<file path="src/rtl/ps2_host_transmitter.sv">
// ps2_host_transmitter
//   Host-to-device half of the PS/2 link. Sends one command byte to the
//   mouse using the request-to-send sequence. The byte goes out as a 10-bit
//   frame, LSB first: data, odd parity, stop. The module then checks the
//   device's acknowledge bit. The two drive_low outputs feed open-drain
//   pads at the top level.
//
// Ports
//   i_clock                system clock (50 MHz)
//   i_reset                synchronous, active-high reset
//   i_start                single-cycle request, sampled only in IDLE
//   i_data_in[7:0]         command byte, latched on an accepted start
//   i_ps2_clock_in         raw mouse_clock line
//   i_ps2_data_in          raw mouse_data line
//   o_ps2_clock_drive_low  1 = pull mouse_clock low
//   o_ps2_data_drive_low   1 = pull mouse_data low
//   o_busy                 transfer in progress
//   o_done                 one-cycle pulse: byte sent, ack = 0 received
//   o_error                one-cycle pulse: timeout or ack sampled high
module ps2_host_transmitter #(
    parameter int unsigned INHIBIT_CYCLES = 5000,
    parameter int unsigned TIMEOUT_CYCLES = 750000,
    parameter int unsigned FILTER_LENGTH  = 8
) (
    input  logic       i_clock,
    input  logic       i_reset,
    input  logic       i_start,
    input  logic [7:0] i_data_in,
    input  logic       i_ps2_clock_in,
    input  logic       i_ps2_data_in,
    output logic       o_ps2_clock_drive_low,
    output logic       o_ps2_data_drive_low,
    output logic       o_busy,
    output logic       o_done,
    output logic       o_error
);

    localparam int unsigned INH_W = (INHIBIT_CYCLES > 1) ? $clog2(INHIBIT_CYCLES) : 1;
    localparam int unsigned TO_W  = (TIMEOUT_CYCLES > 1) ? $clog2(TIMEOUT_CYCLES) : 1;
    localparam int unsigned FLT_W = (FILTER_LENGTH  > 1) ? $clog2(FILTER_LENGTH)  : 1;

    localparam logic [INH_W-1:0] INH_LAST = INH_W'(INHIBIT_CYCLES - 1);
    localparam logic [TO_W-1:0]  TO_LAST  = TO_W'(TIMEOUT_CYCLES - 1);
    localparam logic [FLT_W-1:0] FLT_LAST = FLT_W'(FILTER_LENGTH - 1);

    typedef enum logic [2:0] {
        S_IDLE,
        S_INHIBIT,
        S_REQUEST,
        S_SEND,
        S_ACK,
        S_RELEASE,
        S_DONE,
        S_FAIL
    } state_t;

    state_t r_state;
    state_t w_next_state;

    // Input conditioning
    logic [1:0]       r_clk_sync;
    logic [1:0]       r_data_sync;
    logic             r_clk_filt;
    logic [FLT_W-1:0] r_filt_cnt;
    logic             r_clk_fall;

    // Transfer datapath
    logic [9:0]       r_frame;
    logic [3:0]       r_bit_cnt;
    logic             r_tx_low;
    logic [INH_W-1:0] r_inhibit_cnt;
    logic [TO_W-1:0]  r_timeout_cnt;

    logic w_data_sync;
    logic w_timeout;
    logic w_timing;

    assign w_data_sync = r_data_sync[1];
    assign w_timeout   = (r_timeout_cnt == TO_LAST);
    assign w_timing    = (r_state == S_SEND) || (r_state == S_ACK) || (r_state == S_RELEASE);

    // The filter counts consecutive samples that disagree with the filtered
    // value. Any agreeing sample restarts the count, so a pulse shorter than
    // FILTER_LENGTH never reaches the filtered clock. r_clk_fall is set in
    // the same cycle that r_clk_filt drops to 0.
    always_ff @(posedge i_clock) begin
        if (i_reset) begin
            r_clk_sync  <= '1;
            r_data_sync <= '1;
            r_clk_filt  <= 1'b1;
            r_filt_cnt  <= '0;
            r_clk_fall  <= 1'b0;
        end else begin
            r_clk_sync  <= {r_clk_sync[0], i_ps2_clock_in};
            r_data_sync <= {r_data_sync[0], i_ps2_data_in};
            r_clk_fall  <= 1'b0;
            if (r_clk_sync[1] == r_clk_filt) begin
                r_filt_cnt <= '0;
            end else if (r_filt_cnt == FLT_LAST) begin
                r_clk_filt <= r_clk_sync[1];
                r_filt_cnt <= '0;
                r_clk_fall <= r_clk_filt;
            end else begin
                r_filt_cnt <= r_filt_cnt + 1'b1;
            end
        end
    end

    // State register
    always_ff @(posedge i_clock) begin
        if (i_reset) begin
            r_state <= S_IDLE;
        end else begin
            r_state <= w_next_state;
        end
    end

    // Next-state logic. The timeout has priority over every other event.
    always_comb begin
        w_next_state = r_state;
        case (r_state)
            S_IDLE: begin
                if (i_start) w_next_state = S_INHIBIT;
            end
            S_INHIBIT: begin
                if (r_inhibit_cnt == INH_LAST) w_next_state = S_REQUEST;
            end
            S_REQUEST: begin
                w_next_state = S_SEND;
            end
            S_SEND: begin
                if (w_timeout)                              w_next_state = S_FAIL;
                else if (r_clk_fall && (r_bit_cnt == 4'd9)) w_next_state = S_ACK;
            end
            S_ACK: begin
                if (w_timeout)       w_next_state = S_FAIL;
                else if (r_clk_fall) w_next_state = w_data_sync ? S_FAIL : S_RELEASE;
            end
            S_RELEASE: begin
                if (w_timeout)                       w_next_state = S_FAIL;
                else if (r_clk_filt && w_data_sync)  w_next_state = S_DONE;
            end
            S_DONE:  w_next_state = S_IDLE;
            S_FAIL:  w_next_state = S_IDLE;
            default: w_next_state = S_IDLE;
        endcase
    end

    // Datapath: frame latch and shift, bit counter, phase counters
    always_ff @(posedge i_clock) begin
        if (i_reset) begin
            r_frame       <= '0;
            r_bit_cnt     <= '0;
            r_tx_low      <= 1'b0;
            r_inhibit_cnt <= '0;
            r_timeout_cnt <= '0;
        end else begin
            r_inhibit_cnt <= (r_state == S_INHIBIT) ? r_inhibit_cnt + 1'b1 : '0;
            r_timeout_cnt <= w_timing ? r_timeout_cnt + 1'b1 : '0;
            case (r_state)
                S_IDLE: begin
                    if (i_start) r_frame <= {1'b1, ~^i_data_in, i_data_in};
                end
                S_REQUEST: begin
                    // Start bit stays on the line until the first device edge
                    r_tx_low  <= 1'b1;
                    r_bit_cnt <= '0;
                end
                S_SEND: begin
                    if (r_clk_fall) begin
                        r_tx_low  <= ~r_frame[0];
                        r_frame   <= {1'b0, r_frame[9:1]};
                        r_bit_cnt <= r_bit_cnt + 1'b1;
                    end
                end
                default: begin
                end
            endcase
        end
    end

    // Output decode
    always_comb begin
        o_ps2_clock_drive_low = 1'b0;
        o_ps2_data_drive_low  = 1'b0;
        o_busy                = 1'b0;
        o_done                = 1'b0;
        o_error               = 1'b0;
        case (r_state)
            S_INHIBIT: begin
                o_ps2_clock_drive_low = 1'b1;
                o_busy                = 1'b1;
            end
            S_REQUEST: begin
                o_ps2_clock_drive_low = 1'b1;
                o_ps2_data_drive_low  = 1'b1;
                o_busy                = 1'b1;
            end
            S_SEND: begin
                o_ps2_data_drive_low = r_tx_low;
                o_busy               = 1'b1;
            end
            S_ACK:     o_busy  = 1'b1;
            S_RELEASE: o_busy  = 1'b1;
            S_DONE:    o_done  = 1'b1;
            S_FAIL:    o_error = 1'b1;
            default: begin
            end
        endcase
    end

endmodule

</file>
<file path="config.mk">
export PLATFORM = sky130hd
export DESIGN_NAME = ps2_host_transmitter
export DESIGN_NICKNAME = d
export VERILOG_FILES = /design/src/rtl/ps2_host_transmitter.sv
export SDC_FILE = /design/constraint.sdc
export NUM_CORES = 1
export LEC_CHECK = 0
export CAP_MARGIN = 0
export CORE_MARGIN = 10
export CORE_UTILIZATION = 59
export CTS_CLUSTER_SIZE = 28
export DETAILED_ROUTE_END_ITERATION = 12
export PLACE_DENSITY = 0.87
export SYNTH_ARGS = -nofsm -noshare
export SYNTH_HDL_FRONTEND = slang
export SYNTH_SLANG_ARGS = --single-unit
</file>
<file path="constraint.sdc">
create_clock -name i_clock -period 1.9 [get_ports i_clock]
set_input_delay 0.285 -clock i_clock [delete_from_list [all_inputs] [get_ports i_clock]]
set_output_delay 0.285 -clock i_clock [all_outputs]
set_load 0.01 [all_outputs]
</file>
==> run_results.csv <==
group,metric,value,unit
floorplanning,fp.dieH,90.2,um
power_and_ir_drop,p_leak,1.17,nW
cells_and_area,syn_to_final_growth,14.2,%
setup_path,r2r_slack,0.27,ns
global_routing,grt_max_degree,24,
floorplanning,coreArea,0.00475,mm2
sta,rsz0062_at_grt,"false",
global_routing,antenna_found_initial,0,
yosys,synth_cell_type_count,49,
yosys,ys_ff_latch,60,
floorplanning,row_count,25,
drt,wl_met3,155,um
clocking,cts_setup_buffers,0,
floorplanning,die_w,90.2,um
clocking,cts_max_level,3,
power_and_ir_drop,power.density,765,mW/mm2
hold_path,holdPathEnd,"r_data_sync[1]",
floorplanning,initial_core_util,61.1,%
yosys,syn_area,0.00290,mm2
drt,top_layer_used,"met4",
drt,via_count,2248,
setup_path,crit_fanout,18,
drt,viasPerCell,5.52,
flow_run,max_cap_violations,0,
placed_design,portBuffers,17,
yosys,syn_inst,315,
drt,drcViolationCount,0,
sta,max_freq,538,MHz
drt,detail-route-antenna-nets,0,
sta,worst_slew_pin_slew,0.460,ns
setup_path,cp-end-kind,"primary output",
floorplanning,io-pin-count,18,
setup_path,timing.rr.start,"r_timeout_cnt[0]",
placed_design,gp_congestion,0.875,
yosys,synth_edf_count,0,
cells_and_area,final_layout_size_suffix_gt1_share,13.8,%
hold_path,hold_start,"r_data_sync[0]",
sta,fin_skew,0.00330,ns
sta,period_needed,1.86,ns
global_routing,grt_usage,14.5,%
clocking,clock_path_buffers,2,
cells_and_area,diodes,0,
sta,final-max-slew-violation-count,0,
setup_path,rr_endpoint,"r_state[0]",
setup_path,start_kind,"register",
drt,wl_met2,2660,um
setup_path,rr_worst_depth,6,
drt,wl_met1,2580,um
setup_path,worstPathArrival,1.57,ns
power_and_ir_drop,vdd_drop_max,0.510,mV
cells_and_area,final_util,69.8,%
cells_and_area,final_area,0.00332,mm2
clocking,clock_latency,0.34,ns
sta,relSlewSlack,69.3,%
sta,finalSetupViolCount,0,
clocking,cts_made_buffers,9,
power_and_ir_drop,fin_total_pwr,2.54,mW
yosys,syn_avg_cell_area,9.22,um2
drt,avgRoutedWirePerCell,13.6,um
placed_design,placed_area,0.00312,mm2
drt,drt-initial-drc-count,121,
yosys,yosysWarningCount,0,
sta,finalSetupTns,0,ns
clocking,cts.sinks,60,
yosys,syn_nets,334,
sta,final-hold-violation-count,0,
hold_path,hold_class,"reg2reg",
drt,wirelength,5550,um
global_routing,first_global_vias,2274,
setup_path,crit_type,"reg2out",
yosys,async_flop_share,0,%
cells_and_area,final_nets,355,
yosys,ys.flop_type,"dfxtp_1",
clocking,cts_resized,6,
clocking,cts_hold_buf,0,
setup_path,worstPathRequired,1.62,ns
global_routing,grt_pass1_wl,10000,um
run_status,status,"completed",
hold_path,whs_path_depth,1,
floorplanning,die-area,0.00813,mm2
global_routing,grt_overflow,0,
clocking,clock-root-buffer,"clkbuf_8",
clocking,cts_tree,"built",
yosys,ys_seq_area_share,41.4,%
sta,post-route-period-util,97.8,%
drt,drt_first_pass_iters,4,
clocking,clk_pin_slew,0.06,ns
placed_design,dp_hpwl,3670,um
==> synthesized netlist by cell type (4+ instances only) <==
cell type / instances / area [um2]
a211oi_1: 10 / 75.1
a21oi_1: 9 / 45.0
and3_1: 8 / 50.1
buf_2: 6 / 30.0
buf_6: 4 / 45.0
dfxtp_1: 60 / 1200
ha_1: 6 / 75.1
inv_1: 7 / 26.3
mux2i_1: 9 / 90.1
nand2_1: 15 / 56.3
nand2b_1: 4 / 25.0
nand3_1: 15 / 75.1
nand4_1: 6 / 37.5
nor2_1: 53 / 199
nor3_1: 5 / 25.0
nor4b_1: 4 / 35.0
or2_2: 6 / 37.5
xnor2_1: 22 / 193
xor2_1: 16 / 140
==> sequential cells by signal, summed over array words and instances (netlist names) <==
name,count
r_bit_cnt,4
r_clk_fall,1
r_clk_filt,1
r_clk_sync,2
r_data_sync,2
r_filt_cnt,3
r_frame,10
r_inhibit_cnt,13
r_state,3
r_timeout_cnt,20
r_tx_low,1
==> metal layers <==
layer  track usage, %  vias to the layer above
li1                 -                     1136
met1             16.6                     1067
met2             23.6                       29
met3             3.41                       16
met4             9.15                        0
met5                0                        -
==> critical path, stage by stage (launching register included) <==
cell and delay (ns):
dfxtp_4 0.44, nor3_1 0.09, a21oi_1 0.14, clkdlybuf4s50_1 0.57
==> layout by cell type, fill, tap and decap left out, drive strengths merged, types with 4 or more instances in the layout <==
cell type / count
a211oi: 10
a21oi: 10
and2: 4
and3: 8
buf: 7
clkbuf: 14
clkdlybuf4s50: 15
dfxtp: 60
ha: 6
inv: 7
mux2i: 9
nand2: 15
nand2b: 4
nand3: 16
nand4: 8
nor2: 56
nor3: 8
nor4b: 6
or2: 6
xnor2: 22
xor2: 16
==> area by class of cell <==
cell class	instances	area (um2)
Clock inverter	1	5.00
Tap cell	67	83.8
Fill cell	374	1440
Timing Repair Buffer	24	224
Multi-Input combinational cell	234	1580
Sequential cell	60	1210
Clock buffer	14	183
Inverter	7	26.3
==> worst max-delay path by stage <==
stage	start	endpoint	slack (ns)
finish	r_state[0]	o_busy	0.04
global route	r_state[0]	o_busy	0.007
CTS	r_state[2]	o_done	0.02
detailed placement	r_state[1]	o_ps2_data_drive_low	0.17
global placement	r_state[1]	o_ps2_data_drive_low	0.16
floorplan	r_timeout_cnt[0]	r_timeout_cnt[12]	0.46
==> where the power goes <==
part | internal (mW) | leakage, nW | switching (mW) | total, mW
clock network | 0.607 | 0.0986 | 0.473 | 1.08
logic | 0.0852 | 0.585 | 0.0726 | 0.158
registers | 1.28 | 0.489 | 0.0198 | 1.30
==> kinds of logic after synthesis <==
family	after synthesis	share of synthesized area, %
buf+inv	21	4.14
fa+ha+maj	6	2.59
simple gates	148	28.8
xor+xnor	38	11.5
compound gates	33	8.53
mux	9	3.10
flops	60	41.4
==> through the flow <==
stage,setup slack [ns],hold slack [ns],cells
finish,0.0412,0.415,407
floorplan,0.463,0.389,315
detailed placement,0.168,0.399,392
global placement,0.164,0.392,392
global route,0.00663,0.424,407
CTS,0.0158,0.417,407
Power figures use the tool's default switching activity.
